### src/rtl/trivium_stream.sv
// Trivium stream cipher engine: loads KEY/IV on START, runs the warm-up rounds,
// then XORs each accepted DIN byte with 8 fresh keystream bits (LSB first).
module trivium_stream #(
   parameter int unsigned INIT_ROUNDS = 1152
) (
   input  logic        CLK,
   input  logic        RST,
   input  logic        START,
   input  logic [79:0] KEY,
   input  logic [79:0] IV,
   input  logic [7:0]  DIN,
   input  logic        DIN_VALID,
   output logic        DIN_READY,
   output logic [7:0]  DOUT,
   output logic        DOUT_VALID,
   input  logic        DOUT_READY,
   output logic        KS_READY
);

   localparam int unsigned      CNT_W      = $clog2(INIT_ROUNDS + 1);
   localparam logic [CNT_W-1:0] LAST_ROUND = CNT_W'(INIT_ROUNDS - 1);

   typedef enum logic [1:0] {IDLE, WARMUP, RUN, GEN} state_e;

   state_e           state_q;
   logic [287:0]     s_q;
   logic [CNT_W-1:0] round_q;
   logic [2:0]       bit_q;
   logic [7:0]       din_q;
   logic [6:0]       ks_q;
   logic [7:0]       dout_q;
   logic             dout_valid_q;
   logic             ks_ready_q;

   logic [287:0] s_load;
   logic [287:0] s_step;
   logic         t1, t2, t3, z;
   logic         accept;

   assign s_load = {3'b111, 112'd0, IV, 13'd0, KEY};

   assign t1 = s_q[65]  ^ (s_q[90]  & s_q[91])  ^ s_q[92]  ^ s_q[170];
   assign t2 = s_q[161] ^ (s_q[174] & s_q[175]) ^ s_q[176] ^ s_q[263];
   assign t3 = s_q[242] ^ (s_q[285] & s_q[286]) ^ s_q[287] ^ s_q[68];
   assign z  = s_q[65] ^ s_q[92] ^ s_q[161] ^ s_q[176] ^ s_q[242] ^ s_q[287];

   // Each of the three sub-registers shifts up by one, fed by another's feedback.
   assign s_step = {s_q[286:177], t2, s_q[175:93], t1, s_q[91:0], t3};

   assign DIN_READY  = (state_q == RUN) && !START && (!dout_valid_q || DOUT_READY);
   assign accept     = DIN_VALID && DIN_READY;
   assign DOUT       = dout_q;
   assign DOUT_VALID = dout_valid_q;
   assign KS_READY   = ks_ready_q;

   // NOTE: sequential state uses non-blocking assignments so every register
   // samples the pre-edge values of the others, regardless of statement order.
   always_ff @(posedge CLK or posedge RST) begin
      if (RST) begin
         // NOTE: the datapath registers are reset too; this block has no
         // memory array, so nothing is exempt from reset.
         state_q      <= IDLE;
         s_q          <= '0;
         round_q      <= '0;
         bit_q        <= '0;
         din_q        <= '0;
         ks_q         <= '0;
         dout_q       <= '0;
         dout_valid_q <= 1'b0;
         ks_ready_q   <= 1'b0;
      end else if (START) begin
         state_q      <= WARMUP;
         s_q          <= s_load;
         round_q      <= '0;
         bit_q        <= '0;
         dout_valid_q <= 1'b0;
         ks_ready_q   <= 1'b0;
      end else begin
         if (dout_valid_q && DOUT_READY) begin
            dout_valid_q <= 1'b0;
         end
         unique case (state_q)
            IDLE: begin
            end
            WARMUP: begin
               s_q     <= s_step;
               round_q <= round_q + 1'b1;
               if (round_q == LAST_ROUND) begin
                  state_q <= RUN;
               end
            end
            RUN: begin
               ks_ready_q <= 1'b1;
               if (accept) begin
                  din_q   <= DIN;
                  bit_q   <= '0;
                  state_q <= GEN;
               end
            end
            GEN: begin
               s_q   <= s_step;
               ks_q  <= {z, ks_q[6:1]};
               bit_q <= bit_q + 3'd1;
               // The eighth bit goes straight into the result; the first seven sit in ks_q.
               if (bit_q == 3'd7) begin
                  dout_q       <= din_q ^ {z, ks_q};
                  dout_valid_q <= 1'b1;
                  state_q      <= RUN;
               end
            end
         endcase
      end
   end

endmodule

### config.mk
export PLATFORM = sky130hd
export DESIGN_NAME = trivium_stream
export DESIGN_NICKNAME = d
export VERILOG_FILES = /design/src/rtl/trivium_stream.sv
export SDC_FILE = /design/constraint.sdc
export NUM_CORES = 1
export LEC_CHECK = 0
export CAP_MARGIN = 20
export CORE_MARGIN = 4
export CORE_UTILIZATION = 55
export DETAILED_ROUTE_END_ITERATION = 10
export MAX_ROUTING_LAYER = met4
export PLACE_DENSITY = 0.78
export SLEW_MARGIN = 20
export SYNTH_ARGS = -nofsm -noshare
export SYNTH_HDL_FRONTEND = slang
export SYNTH_SLANG_ARGS = --single-unit
### constraint.sdc
create_clock -name CLK -period 23.1 [get_ports CLK]
set_input_delay 4.62 -clock CLK [delete_from_list [all_inputs] [get_ports CLK]]
set_output_delay 4.62 -clock CLK [all_outputs]
set_load 0.005 [all_outputs]
==> results.json, run 1 <==
{
  "rsz0062_at_grt": "no",
  "vdd.ir_drop.worst_mv": 0.05713,
  "grt_pass1_wl_mm": 45.67,
  "status": "complete, no violations",
  "overflow": 0,
  "pin_count": 184,
  "p_leak_nw": 9.589,
  "cts_buffers": 35,
  "fp.dieH_um": 169.5,
  "drive_gt1_share_pct": 4.716,
  "power_mw": 1.255,
  "synth.area.top_cells": "dfrtp_1 57%, mux2i_1 20%, nand2_1 4.6%, o21ai_1 3.9%, nor2_1 3.7%",
  "synth-edff-count": 0,
  "clk_pin_slew_ns": 0.06,
  "synthFlopType": "dfrtp_1",
  "vias_per_cell": 5.300,
  "area_growth_pct": 21.22,
  "synthesis.nets": 1454,
  "drt-pass1-iter-count": 4,
  "drc": 0,
  "antenna_found_initial": 0,
  "power_density_nw_per_um2": 72.20,
  "max_clock_freq_mhz": 95.32,
  "ys_types": 39,
  "fp.coreArea_sq_um": 25400,
  "synth-async-reset-ratio_pct": 100.0,
  "dpl_cell_area_sq_um": 16230,
  "drt_wl_total_mm": 27.74,
  "port-buffer-count": 183,
  "postCtsSetupRepairBufs": 0,
  "hold_buffers": 0,
  "first_iter_violations": 864,
  "syn_inst": 1278,
  "yosys_warnings": 0,
  "cp.arrival_ns": 5.87,
  "fin_util_pct": 68.43,
  "ant_nets": 0,
  "synth.largest_area_cell": "dfrtp_1",
  "ys_seq_area_share_pct": 57.42,
  "wire_per_inst_um": 15.65,
  "relSlewSlack_pct": 27.46,
  "h-tree-depth": 2,
  "fin_area_sq_um": 17380,
  "cts.sinks": 329,
  "busiest_layer": "met2",
  "grt_pass1_vias": 9322,
  "cts_tree": "done",
  "setup.worst_path.start_class": "input port",
  "fin_crit_sh_pct": 45.41,
  "crit_type": "in -> out",
  "grt_use_met2_pct": 29.90,
  "finalMaxSlewViolations": 0,
  "synth_area_sq_um": 14340,
  "dieArea_sq_um": 28720,
  "final.fill_count": 1887,
  "vias": 9397,
  "grt_usage_pct": 19.63,
  "ctsResizeCount": 0,
  "rows": 58,
  "grt_use_met3_pct": 2.655,
  "synth_top_area_share_pct": 57.42,
  "tightestPinTransition_ns": 1.088,
  "dieWidth_um": 169.5,
  "tns_ns": 0,
  "required_ns": 18.48,
  "place.gp.congestion": 0.7689,
  "dp_hpwl_mm": 17.11,
  "period_needed_ns": 10.49,
  "gr-usage-met1_pct": 27.98,
  "grt_start_max_net_pins": 176,
  "report.final.setup_viol": 0,
  "syn_area_per_cell_sq_um": 11.22,
  "cp_max_fo": 4,
  "cp-end-kind": "output port",
  "maxCapViolations": 0,
  "hp-class": "reg -> reg",
  "final_nets": 1594,
  "clk_latency_ns": 0.50,
  "cts_buffer_depth": 3,
  "cts_root_buf": "clkbuf_16",
  "final_hold_viol_count": 0,
  "start_util_pct": 56.45,
  "ys_ff_latch": 329,
  "skew_ns": 0.01017
}
[cell type report]
class / count / area, sq um / share of cell area [%]
Sequential cell: 329 / 8237 / 47.39
Multi-Input combinational cell: 854 / 5642 / 32.46
Timing Repair Buffer: 193 / 1948 / 11.21
Clock buffer: 54 / 1070 / 6.155
Tap cell: 330 / 412.9 / 2.376
Clock inverter: 7 / 42.54 / 0.2448
Inverter: 5 / 26.28 / 0.1512
Antenna cell: 1 / 2.502 / 0.01440
[synthesized netlist by cell type (all sizes together), types with 2 or more instances]
cell and count:
nand4 2, nand3 2, clkbuf 35, o32ai 2
mux2 15, buf 55, a21oi 3, nor2 141
nor2b 4, a211o 3, nand2 177, xor2 5
o21ai 171, xor3 2, xnor2 17, inv 5
nor3 4, nand2b 4, and4b 2, ha 3
mux2i 285, dfrtp 329
[metal layers]
| layer | share of wire, % | vias up |
|---|---|---|
| met4 | 2.4 | 0 |
| met1 | 45 | 4563 |
| met2 | 48 | 178 |
| met3 | 3.7 | 44 |
| met5 | 0 | - |
| li1 | - | 4612 |
[kinds of logic after synthesis]
group,share of synthesized area [%]
simple gates,9.582
fa+ha+maj,0.2618
xor+xnor,1.833
buf+inv,3.229
compound gates,6.598
flops,57.42
mux,21.08
[path summary, 6_finish.rpt]
check | start | endpoint | slack, ns | cells after the start
setup / recovery | DOUT_READY | DIN_READY | 12.61 | 5
hold / removal | DOUT[4] | DOUT[4] | 0.49 | 2
setup reg to reg | state_q[0] | round_q[10] | 19.70 | 6
hold reg to reg | DOUT[4] | DOUT[4] | 0.49 | 2
max in group asynchronous | RST | s_q[213] | 16.52 | 4
min in group asynchronous | RST | s_q[142] | 4.72 | 2
[per-stage QoR]
stage,instances,setup WS [ns],hold slack (ns)
global placement,1710,12.58,0.4670
floorplan,1278,9.369,0.4616
CTS,1771,12.60,0.4924
detailed placement,1710,12.60,0.4778
global route,1772,12.52,0.5050
finish,1773,12.61,0.4855
[critical path: stages]
cell	delay [ns]
clkdlybuf4s50_1	0.44
nand2b_1	0.15
nand2_1	0.07
nor2_1	0.08
clkdlybuf4s50_1	0.50
[state kept, by name, indices dropped and copies added, names as in the netlist]
| register | flops |
|---|---|
| s_q | 288 |
| round_q | 11 |
| DOUT | 8 |
| din_q | 8 |
| ks_q | 7 |
| bit_q | 3 |
| state_q | 2 |
| DOUT_VALID | 1 |
| KS_READY | 1 |
[report_power, final]
group	switching, mW	total [mW]	internal (mW)
combinational	0.0473	0.0981	0.0507
clock	0.217	0.536	0.319
sequential	0.0165	0.621	0.605
[cell usage in the layout (no fill, tap or decap), types with 2 or more instances in the layout]
cell type        synthesis  final
ha_1                     3      3
clkbuf_1                35      9
a211o_1                  3      3
inv_1                    5      4
mux2_1                  14     14
nor2b_1                  4      4
clkbuf_16                0     37
clkinv_2                 0      5
o21ai_0                 59     59
nand4_1                  2      2
xor3_1                   2      2
o21ai_1                112    112
xor2_1                   5      5
clkbuf_8                 0      8
nand3_1                  2      2
xnor2_1                 17     17
buf_4                   13      7
nor2_1                 141    141
clkdlybuf4s50_1          0    182
a21oi_1                  3      3
nor3_1                   4      4
and4b_1                  2      2
nand2b_1                 4      4
o32ai_1                  2      2
mux2i_1                285    285
nand2_1                177    177
dfrtp_1                329    328
No activity file was read; power rests on OpenSTA's default activity.
==> inputs of run 2 (changes only) <==
--- a/config.mk
+++ b/config.mk
@@ -7,10 +7,10 @@
 export LEC_CHECK = 0
 export CAP_MARGIN = 20
 export CORE_MARGIN = 4
-export CORE_UTILIZATION = 55
+export CORE_UTILIZATION = 50
 export DETAILED_ROUTE_END_ITERATION = 10
 export MAX_ROUTING_LAYER = met4
-export PLACE_DENSITY = 0.78
+export PLACE_DENSITY = 0.75
 export SLEW_MARGIN = 20
 export SYNTH_ARGS = -nofsm -noshare
 export SYNTH_HDL_FRONTEND = slang
==> constraint.sdc (replaced) <==
create_clock -name CLK -period 9.1 [get_ports CLK]
set_input_delay 1.82 -clock CLK [delete_from_list [all_inputs] [get_ports CLK]]
set_output_delay 1.82 -clock CLK [all_outputs]
set_load 0.005 [all_outputs]
==> results.json, run 2 (synthesis results as in run 1) <==
{
  "grt_start_max_net_pins": 248,
  "fp.dieH_um": 177.3,
  "grt_pass1_wl_mm": 45.12,
  "skew_ns": 0.01093,
  "cp_num_buf_inv": 2,
  "wl_met1_mm": 12.37,
  "fin_crit_sh_pct": 53.88,
  "port-buffer-count": 183,
  "pin_count": 184,
  "max_clock_freq_mhz": 204.0,
  "cts_buffers": 35,
  "report.final.setup_viol": 0,
  "start_util_pct": 51.19,
  "cp_max_fo": 4,
  "area_growth_pct": 21.90,
  "grt_usage_pct": 17.53,
  "regMostFlops": "s_q",
  "rr_worst_depth": 4,
  "preCtsSetupSlack_ns": 4.185,
  "cp-end-kind": "output port",
  "vdd.ir_drop.worst_mv": 0.1514,
  "drc": 0,
  "final_hold_viol_count": 0,
  "highest_layer": "met4",
  "fp.coreArea_sq_um": 28010,
  "drive_gt1_share_pct": 4.848,
  "rsz0062_at_grt": "no",
  "largest_reg_flops": 288,
  "slowest_delay_ns": 0.51,
  "first_iter_violations": 720,
  "tns_ns": 0,
  "largestRegisters": "s_q x288, round_q x11",
  "clk_pin_slew_ns": 0.06,
  "tightestPinTransition_ns": 1.104,
  "dieWidth_um": 177.3,
  "p_leak_nw": 9.597,
  "drt_wl_total_mm": 26.61,
  "rr_startpoint": "state_q[0]",
  "cts_buffer_depth": 3,
  "place.gp.congestion": 0.7828,
  "status": "complete, no violations",
  "finalMaxSlewViolations": 0,
  "pwr-share-seq_pct": 49.0,
  "critPathSlowestCell": "clkdlybuf4s50_1",
  "dieArea_sq_um": 31450,
  "maxCapViolations": 0,
  "cp_top_family": "buffers and inverters",
  "reg2reg_slack_ns": 5.84,
  "dp_hpwl_mm": 16.58,
  "postCtsSetupRepairBufs": 0,
  "fin_util_pct": 62.39,
  "drt-pass1-iter-count": 4,
  "dpl_cell_area_sq_um": 16300,
  "vias_per_cell": 5.050,
  "setup_ws_ns": 4.197,
  "period_needed_ns": 4.903,
  "p_switching_mw": 0.7110,
  "rows": 61,
  "cts_root_buf": "clkbuf_16",
  "power_mw": 3.216,
  "power_density_nw_per_um2": 184.0,
  "min_from": "s_q[284]",
  "overflow": 0,
  "p_int_mw": 2.505,
  "antenna_found_initial": 1,
  "relSlewSlack_pct": 26.37,
  "combPwrFrac_pct": 7.6,
  "wl_met2_mm": 12.79,
  "min_path_cells": 1,
  "final_cell_mix": "328 x dfrtp_1, 285 x mux2i_1, 182 x clkdlybuf4s50_1",
  "setup.worst_path.start_class": "input port",
  "grt_pass1_vias": 9359,
  "ant_nets": 0,
  "clkPwrFrac_pct": 43.4,
  "fin_area_sq_um": 17480,
  "swShare_pct": 22.11,
  "ctsResizeCount": 0,
  "wire_per_inst_um": 14.60,
  "h-tree-depth": 2,
  "cts_tree": "done",
  "final_nets": 1594,
  "crit-reg2reg-capture": "s_q[26]",
  "cp_common_cell": "clkdlybuf4s50_1",
  "hp-class": "reg -> reg",
  "vias": 9206,
  "final_common_cell": "dfrtp_1",
  "required_ns": 7.28,
  "wl_met3_mm": 1.003,
  "cp.arrival_ns": 3.08,
  "crit_type": "in -> out",
  "worstPathCellList": "clkdlybuf4s50_1, nand2b_1, nand2_1, nor2_1, clkdlybuf4s50_1",
  "min_to": "s_q[285]",
  "clk_latency_ns": 0.50,
  "hold_buffers": 0,
  "cts.sinks": 329
}
## run 2: cell type report
cell class	count	area, sq um
Antenna cell	1	2.502
Clock buffer	54	1070
Clock inverter	9	81.33
Fill cell	2253	10530
Inverter	5	22.52
Multi-Input combinational cell	854	5642
Sequential cell	329	8237
Tap cell	378	473.0
Timing Repair Buffer	193	1949
## run 2: worst reg2reg max path: stages, from the launching register on
cell	delay [ns]
dfrtp_4	0.94
buf_4	0.74
buf_4	0.96
mux2i_1	0.37
o21ai_0	0.10
## run 2: metrics by stage
| step | hold slack, ns | instances |
|---|---|---|
| floorplan | 0.4616 | 1278 |
| global placement | 0.4682 | 1758 |
| detailed placement | 0.4779 | 1758 |
| CTS | 0.4852 | 1821 |
| global route | 0.5076 | 1823 |
| finish | 0.4842 | 1823 |
## run 2: how the worst max path moves through the flow
| stage | end | slack [ns] | from | depth (start not counted) |
|---|---|---|---|---|
| finish | DIN_READY | 4.20 | DOUT_READY | 5 |
| global route | DIN_READY | 4.09 | DOUT_READY | 5 |
| CTS | DIN_READY | 4.18 | DOUT_READY | 5 |
| detailed placement | DIN_READY | 4.18 | DOUT_READY | 5 |
| global placement | DIN_READY | 4.17 | DOUT_READY | 5 |
| floorplan | DOUT[0] | 2.89 | RST | 1 |
## run 2: power groups by stage
stage | combinational (mW) | clock, mW | sequential, mW
6_report | 0.245 | 1.40 | 1.58
4_1_cts | 0.250 | 1.44 | 1.58
3_3_place_gp | 0.242 | 0 | 1.60
3_5_place_dp | 0.248 | 0 | 1.60
5_1_grt | 0.280 | 1.50 | 1.58
2_1_floorplan | 0.143 | 0 | 1.59
## run 2: layer usage
layer	track usage, %	vias up
met5	-	-
met4	4.995	0
met3	3.004	29
met2	27.22	139
met1	24.13	4413
li1	-	4625
